===== config.mk =====
export PLATFORM = sky130hd
export DESIGN_NAME = fast_iter_sequencer_flat
export DESIGN_NICKNAME = d
export VERILOG_FILES = /design/src/rtl/fast_iter_sequencer_if.sv /design/src/rtl/fast_iter_sequencer.sv /design/src/flat_wrapper.sv
export SDC_FILE = /design/constraint.sdc
export NUM_CORES = 1
export LEC_CHECK = 0
export CAP_MARGIN = 20
export CORE_MARGIN = 3
export CORE_UTILIZATION = 32
export DETAILED_ROUTE_END_ITERATION = 10
export PLACE_DENSITY_LB_ADDON = 0.3
export SLEW_MARGIN = 30
export SYNTH_ARGS = -nofsm -noshare
export SYNTH_HDL_FRONTEND = slang
export SYNTH_SLANG_ARGS = --single-unit

===== constraint.sdc =====
create_clock -name clk_fast -period 1.76 [get_ports clk_fast]
set_input_delay 0.176 -clock clk_fast [delete_from_list [all_inputs] [get_ports clk_fast]]
set_output_delay 0.176 -clock clk_fast [all_outputs]
set_load 0.01 [all_outputs]

===== src/rtl/fast_iter_sequencer_if.sv =====
// Handshake bundle between the iteration sequencer and its host / fast controller.
// master drives requests and controller status; slave is the sequencer itself.
interface fast_iter_sequencer_if;
  logic       start;
  logic       fast_busy;
  logic       converged;
  logic       go_fast;
  logic [7:0] iter_cnt;
  logic       seq_busy;
  logic       done;
  logic       conv_ok;
  logic       timeout_err;

  modport master (
    output start,
    output fast_busy,
    output converged,
    input  go_fast,
    input  iter_cnt,
    input  seq_busy,
    input  done,
    input  conv_ok,
    input  timeout_err
  );

  modport slave (
    input  start,
    input  fast_busy,
    input  converged,
    output go_fast,
    output iter_cnt,
    output seq_busy,
    output done,
    output conv_ok,
    output timeout_err
  );
endinterface


===== src/rtl/fast_iter_sequencer.sv =====
// Iteration sequencer: repeatedly releases a fast controller from reset, waits for it
// to finish, and stops on convergence, iteration limit or run timeout.
module fast_iter_sequencer #(
  parameter logic [7:0] GAP      = 8'd2,
  parameter logic [7:0] MAX_ITER = 8'd32,
  parameter logic [7:0] TIMEOUT  = 8'd200
) (
  input logic                  clk_fast,
  input logic                  rst_fast,
  fast_iter_sequencer_if.slave bus
);

  typedef enum logic [2:0] {
    IDLE = 3'd0,
    ARM  = 3'd1,
    RUN  = 3'd2,
    EVAL = 3'd3,
    FIN  = 3'd4,
    ERR  = 3'd5
  } state_t;

  state_t     state;
  state_t     state_nx;
  logic [7:0] gap_cnt;
  logic [7:0] gap_nx;
  logic [7:0] run_cnt;
  logic [7:0] run_nx;
  logic [7:0] iter_q;
  logic [7:0] iter_nx;
  logic       go_q;
  logic       go_nx;
  logic       sbusy_q;
  logic       sbusy_nx;
  logic       done_q;
  logic       done_nx;
  logic       conv_q;
  logic       conv_nx;
  logic       terr_q;
  logic       terr_nx;

  always_comb begin
    state_nx = state;
    gap_nx   = gap_cnt;
    run_nx   = run_cnt;
    iter_nx  = iter_q;
    go_nx    = go_q;
    conv_nx  = conv_q;
    terr_nx  = terr_q;

    case (state)
      IDLE: begin
        go_nx = 1'b0;
        if (bus.start) begin
          iter_nx  = '0;
          conv_nx  = 1'b0;
          terr_nx  = 1'b0;
          gap_nx   = '0;
          state_nx = ARM;
        end
      end

      ARM: begin
        go_nx = 1'b0;
        if (gap_cnt == GAP) begin
          go_nx    = 1'b1;
          run_nx   = '0;
          state_nx = RUN;
        end else begin
          gap_nx = gap_cnt + 8'd1;
        end
      end

      RUN: begin
        go_nx  = 1'b1;
        run_nx = run_cnt + 8'd1;
        if (!bus.fast_busy) begin
          state_nx = EVAL;
          if (iter_q != 8'hFF) begin
            iter_nx = iter_q + 8'd1;
          end
        end else if (run_cnt + 8'd1 == TIMEOUT) begin
          go_nx    = 1'b0;
          terr_nx  = 1'b1;
          conv_nx  = 1'b0;
          state_nx = ERR;
        end
      end

      // Re-arm preloads the gap count with 1: go_fast was high in EVAL, so the
      // low gap between launches is exactly GAP cycles (from IDLE it is GAP+1).
      EVAL: begin
        go_nx = 1'b1;
        if (bus.converged) begin
          go_nx    = 1'b0;
          conv_nx  = 1'b1;
          state_nx = FIN;
        end else if (iter_q == MAX_ITER) begin
          go_nx    = 1'b0;
          conv_nx  = 1'b0;
          state_nx = FIN;
        end else begin
          go_nx    = 1'b0;
          gap_nx   = 8'd1;
          state_nx = ARM;
        end
      end

      FIN, ERR: begin
        go_nx    = 1'b0;
        state_nx = IDLE;
      end

      default: begin
        go_nx    = 1'b0;
        state_nx = IDLE;
      end
    endcase

    done_nx  = (state_nx == FIN) || (state_nx == ERR);
    sbusy_nx = (state_nx == ARM) || (state_nx == RUN) || (state_nx == EVAL);
  end

  always_ff @(posedge clk_fast or posedge rst_fast) begin
    if (rst_fast) begin
      state   <= IDLE;
      gap_cnt <= '0;
      run_cnt <= '0;
      iter_q  <= '0;
      go_q    <= 1'b0;
      sbusy_q <= 1'b0;
      done_q  <= 1'b0;
      conv_q  <= 1'b0;
      terr_q  <= 1'b0;
    end else begin
      state   <= state_nx;
      gap_cnt <= gap_nx;
      run_cnt <= run_nx;
      iter_q  <= iter_nx;
      go_q    <= go_nx;
      sbusy_q <= sbusy_nx;
      done_q  <= done_nx;
      conv_q  <= conv_nx;
      terr_q  <= terr_nx;
    end
  end

  assign bus.go_fast     = go_q;
  assign bus.iter_cnt    = iter_q;
  assign bus.seq_busy    = sbusy_q;
  assign bus.done        = done_q;
  assign bus.conv_ok     = conv_q;
  assign bus.timeout_err = terr_q;

endmodule


===== src/flat_wrapper.sv =====
// flat-port wrapper written by rule: the top's interface ports become plain ports
module fast_iter_sequencer_flat 
#(
  parameter logic [7:0] GAP      = 8'd2,
  parameter logic [7:0] MAX_ITER = 8'd32,
  parameter logic [7:0] TIMEOUT  = 8'd200
)
  (clk_fast, rst_fast, bus_start, bus_fast_busy, bus_converged, bus_go_fast, bus_iter_cnt, bus_seq_busy, bus_done, bus_conv_ok, bus_timeout_err);
  fast_iter_sequencer_if bus_i ();
  input logic clk_fast;
  input logic rst_fast;
  input wire logic [$bits(bus_i.start)-1:0] bus_start;
  input wire logic [$bits(bus_i.fast_busy)-1:0] bus_fast_busy;
  input wire logic [$bits(bus_i.converged)-1:0] bus_converged;
  output wire logic [$bits(bus_i.go_fast)-1:0] bus_go_fast;
  output wire logic [$bits(bus_i.iter_cnt)-1:0] bus_iter_cnt;
  output wire logic [$bits(bus_i.seq_busy)-1:0] bus_seq_busy;
  output wire logic [$bits(bus_i.done)-1:0] bus_done;
  output wire logic [$bits(bus_i.conv_ok)-1:0] bus_conv_ok;
  output wire logic [$bits(bus_i.timeout_err)-1:0] bus_timeout_err;
  assign bus_i.start = bus_start;
  assign bus_i.fast_busy = bus_fast_busy;
  assign bus_i.converged = bus_converged;
  assign bus_go_fast = bus_i.go_fast;
  assign bus_iter_cnt = bus_i.iter_cnt;
  assign bus_seq_busy = bus_i.seq_busy;
  assign bus_done = bus_i.done;
  assign bus_conv_ok = bus_i.conv_ok;
  assign bus_timeout_err = bus_i.timeout_err;
  fast_iter_sequencer #(.GAP(GAP), .MAX_ITER(MAX_ITER), .TIMEOUT(TIMEOUT)) u_core (.clk_fast(clk_fast), .rst_fast(rst_fast), .bus(bus_i));
endmodule

After elaboration in Yosys (flattened, before gate mapping)
Index checks and enable logic that the tools add are counted.

word-level totals
  register bits after elaboration = 32
  bits in latches = 0
  bits in writable memories = 0
  bits in read-only memories = 0
  bits of input ports = 5
  output and inout port bits = 13
  word-level logic and storage cells = 77
  memories = 0

operators by class
  add/subtract/negate cells = 3
  $mul = 0
  div/mod/pow operators = 0
  order comparisons = 0
  eq/ne operators = 22
  shift-type cells = 0
  muxes and demuxes = 30
  bitwise operators = 0
  reductions and logical operators = 13

operator list
  operator                                               count
  2-to-1 mux 8 bit                                       7
  case mux 8 bit (2 select lines)                        2
  adder 8 x 1 -> 8 bit, second input constant            3
  case mux 8 bit (3 select lines)                        1
  2-to-1 mux 3 bit                                       6
  == test 3 x 2 -> 1 bit, second input constant          4
  inequality test 2 bit, second input constant           6
  case mux 3 bit (4 select lines)                        1
  2-to-1 mux 1 bit                                       10
  AND reduction 5 bit                                    2
  == test 8 x 2 -> 1 bit, second input constant          1
  == test 8 x 6 -> 1 bit, second input constant          1
  == test 8 bit, second input constant                   1
  inequality test 8 bit, second input constant           1
  AND reduction 4 bit                                    2
  == test 3 x 1 -> 1 bit, second input constant          2
  == test 3 bit, second input constant                   2
  inequality test 2 x 1 -> 1 bit, second input constant  3
  nonzero test 3 bit                                     2
  case mux 1 bit (2 select lines)                        2
  nonzero test 2 bit                                     2
  zero test 3 bit                                        1
  logical OR 1 bit                                       3
  inequality test 3 x 2 -> 1 bit, second input constant  1
  other kinds (2)                                        2

Logic depth before layout (Yosys ltp)
  depth in word-level cells = 8
  mapped depth = 8

Least setup slack after synthesis
No wires, ideal clock.

  path kind = flip-flop to flip-flop
  from = register u_core.iter_q[0] (netlist: u_core.bus.iter_cnt[0])
  to = register u_core.gap_cnt[2]
  library setup time = 0.077 ns
  arrival = 1.703 ns
  data required time = 1.683 ns
  setup slack = -0.020 ns
  cell stages (with the launch flop) = 9
  path buffers = 1
  period minus slack after synthesis = 1.780 ns
  cells stage by stage = dfrtp_1 -> inv_1 -> ha_1 -> nor4bb_4 -> a21oi_4 -> o22ai_4 -> buf_6 -> or3_1 -> a21oi_1

between the ends
  longest elaborated chain between the ends = 3

RTL lines
  element                          RTL line                    text
  start, declared                  fast_iter_sequencer.sv:28   logic [7:0] iter_q;
  start signal, assigned           fast_iter_sequencer.sv:138  iter_q <= iter_nx;
  == test 8 x 6 -> 1 bit           fast_iter_sequencer.sv:97   end else if (iter_q == MAX_ITER) begin
  inequality test 2 bit (no line)  --
  AND reduction 5 bit (no line)    --
  end signal, assigned             fast_iter_sequencer.sv:136  gap_cnt <= gap_nx;
  end, declared                    fast_iter_sequencer.sv:24   logic [7:0] gap_cnt;

No other way between the ends.
A chain may end at the register's enable or synchronous reset.

Worst setup path after layout
  from = register u_core.gap_cnt[1]
  to = register u_core.gap_cnt[4]

between the ends
  longest elaborated chain between the ends = 3
  elaborated cells on any way between the ends = 6
  those cells by class = add/sub: 1; eq/ne: 2; mux: 2; reduce/logical: 1

RTL lines
  element                                                                        RTL line
  adder 8 x 1 -> 8 bit / == test 8 x 2 -> 1 bit (equally long branches)          fast_iter_sequencer.sv:69, fast_iter_sequencer.sv:64
  2-to-1 mux 8 bit / inequality test 2 bit (equally long branches)               --
  case mux 8 bit (3 select lines) / AND reduction 5 bit (equally long branches)  --

Several ways; a longest one is shown, not always the timed one. The select of a mux whose other input is x is not followed.

==> reports/qor.txt <==
dominant cells by area after synthesis -> dfrtp_1 44%, o21ai_0 3.9%, ha_1 3.5%, nand2_1 3.1%, nor2_1 2.9%
# fillers -> 485
clk slew on worst S/H paths -> 0.07 ns
HPWL Detailed -> 2940 um
Syn Nets -> 194
row cnt -> 26
Worst R2R Path Depth -> 7
slew margin rel. -> 67.6%
Die Y -> 81.3 um
prevailing post-synth register cell -> dfrtp_1
pwr/cell area -> 1240 nW/um^2
core footprint -> 5300 sq um
vias -> 1641
post-layout min period -> 1.78 ns
vias in the first global route -> 1515
nets -> 259
Post-Route WL -> 4480 um
drt via density -> 5.13
VDD IR-drop max -> 627 uV
unrepaired setup endpoints after global routing -> true
status -> finished with violations
sequential cell area fraction in the yosys report -> 44.2%
DRC violations left -> 0
Mapped Cells -> 184
number of synthesis warnings -> 0
clock root buffer -> clkbuf_8
Placer Congestion -> 0.799
Reg area -> 806 sq um
max-slew violations -> 0
DRT iter0 DRCs -> 101
Worst R2R Start -> u_core.gap_cnt[1]
Post-synth EDFFs -> 0
n_diodes -> 0
Die Wd -> 81.3 um
Layout Area Growth over Synthesis -> 45.2%
GRT overflow -> 0
crit path max fanout -> 6
Routed Antenna Nets -> 0
critical path capture point type -> register
clock skew -> 0.00793 ns
Synth top area share -> 44.2%
worst-case clock buffer depth -> 2
asr flop ratio synth -> 100%
post-place instance area -> 2290 sq um
Final Hold Viols -> 0
crit path kind -> register to register
CP required -> 1.97 ns
Multi-input gate area -> 1110 sq um
Inst Count DP -> 300
clk_lat worst skew -> 0.28 ns
Layout Cells excl Fill -> 320
count of cell types in the netlist -> 48
slew of the pin with the lowest slew margin -> 0.485 ns
fin util -> 49.6%
syn_area_per_cell -> 9.85 sq um
cell taking the most area after synthesis -> dfrtp_1
setup violators final -> 2
die area -> 6600 sq um
synthesized area -> 1810 sq um
Initial Utilization -> 34.2%
initial antenna violation count -> 0
IO Pins -> 18
failing checks -> negative setup slack
first-pass GRT wire length -> 7130 um
Yosys reg bits -> 32
CTS tree -> done
final worst-path cycle share -> 101%
flop2flop setup slack -> -0.02 ns
CTS H-tree depth -> 2
cts bufs inserted -> 5
Hold Crit Class -> input port to async pin
post-route setup slack -> -0.0162 ns
I/O Buffers -> 17
WP data arrival -> 1.99 ns
Setup crit start kind -> register
drt wl/cell -> 14.0 um
Min Hold Slack -> 0.276 ns
largest net degree at the start of global routing -> 33
Fmax achieved -> 563 MHz
Leakage -> 0.00110 uW
Hold Buf Count CTS -> 0
R2R Path End -> u_core.gap_cnt[4]
Post-Layout Inst Area -> 2630 sq um
layout cell share with drive strength beyond 1 -> 37.2%
max cap viols -> 0
Pre-Repair DR Iteration Count -> 4
Total GRT Usage -> 14.1%
CTS sink cnt -> 32
[state kept, by name, summed over array words and instances (netlist names)]
register                count
u_core.bus.go_fast          1
u_core.run_cnt              8
u_core.bus.seq_busy         1
u_core.bus.conv_ok          1
u_core.bus.timeout_err      1
u_core.state                3
u_core.bus.iter_cnt         8
u_core.bus.done             1
u_core.gap_cnt              8
[cell usage after synthesis (all sizes together), types with 2 or more instances]
| cell type | instances |
|---|---|
| nand2b | 4 |
| and2 | 3 |
| nor2b | 2 |
| nor4 | 5 |
| nand2 | 15 |
| nor4b | 2 |
| a31oi | 3 |
| o41ai | 2 |
| o21a | 3 |
| or3b | 2 |
| buf | 3 |
| o21ai | 24 |
| nor2 | 14 |
| and3 | 2 |
| nand3 | 6 |
| a21oi | 10 |
| or3 | 5 |
| a21o | 3 |
| xnor2 | 6 |
| clkbuf | 2 |
| inv | 5 |
| nand4 | 8 |
| ha | 5 |
| nor3 | 5 |
| dfrtp | 32 |
[kinds of logic after synthesis]
group | after synthesis | synth area share, %
and+or+nand+nor | 77 | 26.2
buffers and inverters | 10 | 3.11
xor gates and xnor gates | 7 | 3.38
AOI/OAI and AO/OA | 52 | 19.1
adders and majority gates | 5 | 3.45
muxes | 1 | 0.621
DFF | 32 | 44.2
[stage by stage]
stage / total power [uW] / TNS (ns) / setup WS [ns]
2_1_floorplan: 1750 / 0 / 0.00447
3_3_place_gp: 2270 / -0.277 / -0.0839
3_5_place_dp: 2270 / -0.450 / -0.0990
4_1_cts: 3040 / -0.00120 / -0.00120
5_1_grt: 3510 / -0.425 / -0.0863
6_report: 3270 / -0.0248 / -0.0162
[worst max-delay path, stage by stage, from the launching register on]
cell and delay [ns]:
dfrtp_1 0.42, ha_4 0.16, nor4b_4 0.12, buf_4 0.15, a21oi_4 0.23, o22ai_4 0.13, or3_1 0.37, a21oi_1 0.12
[where the power goes]
group	switching, uW	total (uW)	internal (uW)
clock	266	585	319
combinational	839	1700	856
sequential	117	991	874
total	1220	3270	2050
[metal layers]
layer	routed length (um)	vias to the layer above	global-route usage (%)
li1	-	809	-
met1	2070	801	18.6
met2	2190	24	22.5
met3	179	7	3.88
met4	42	0	4.05
met5	0	-	0
[area by class of cell]
type                    count  area share, %
multi-input cells         144           42.3
clock buffers               8           3.42
well taps                  70           3.33
flip-flops and latches     32           30.6
inverters                   5          0.713
repair buffers             61           19.6
[worst max-delay path by stage]
stage	from	end	slack, ns	cells after the start
6_report	u_core.gap_cnt[1]	u_core.gap_cnt[4]	-0.02	7
5_1_grt	u_core.gap_cnt[0]	u_core.gap_cnt[3]	-0.09	8
4_1_cts	u_core.bus.iter_cnt[0]	u_core.bus.seq_busy	-0.001	7
3_5_place_dp	bus_fast_busy	u_core.bus.seq_busy	-0.1	6
3_3_place_gp	bus_fast_busy	u_core.bus.seq_busy	-0.08	6
2_1_floorplan	u_core.gap_cnt[0]	u_core.gap_cnt[2]	0.004	8
[placed cells by master, fill, tap and decap left out, types with 4 or more instances in the layout]
cell type,count
nand3_1,4
a21oi_1,5
nand4_1,8
o21ai_1,11
nor2_1,13
dfrtp_1,28
dfrtp_2,4
clkbuf_8,6
buf_4,42
nand2b_1,4
or3_1,4
xnor2_1,6
nor3_1,4
nand2_1,15
o21ai_0,11
clkdlybuf4s50_1,17
[what timing repair did]
item                                   in CTS  in global routing
buffers inserted                            2                  9
setup endpoints to repair                   5                 22
gates resized for setup                     5                 31
endpoints found under the hold margin       0                  0
pin swaps                                   5                 21
cloned                                      1                  1
Note: power is estimated with default switching activity, not from simulation.
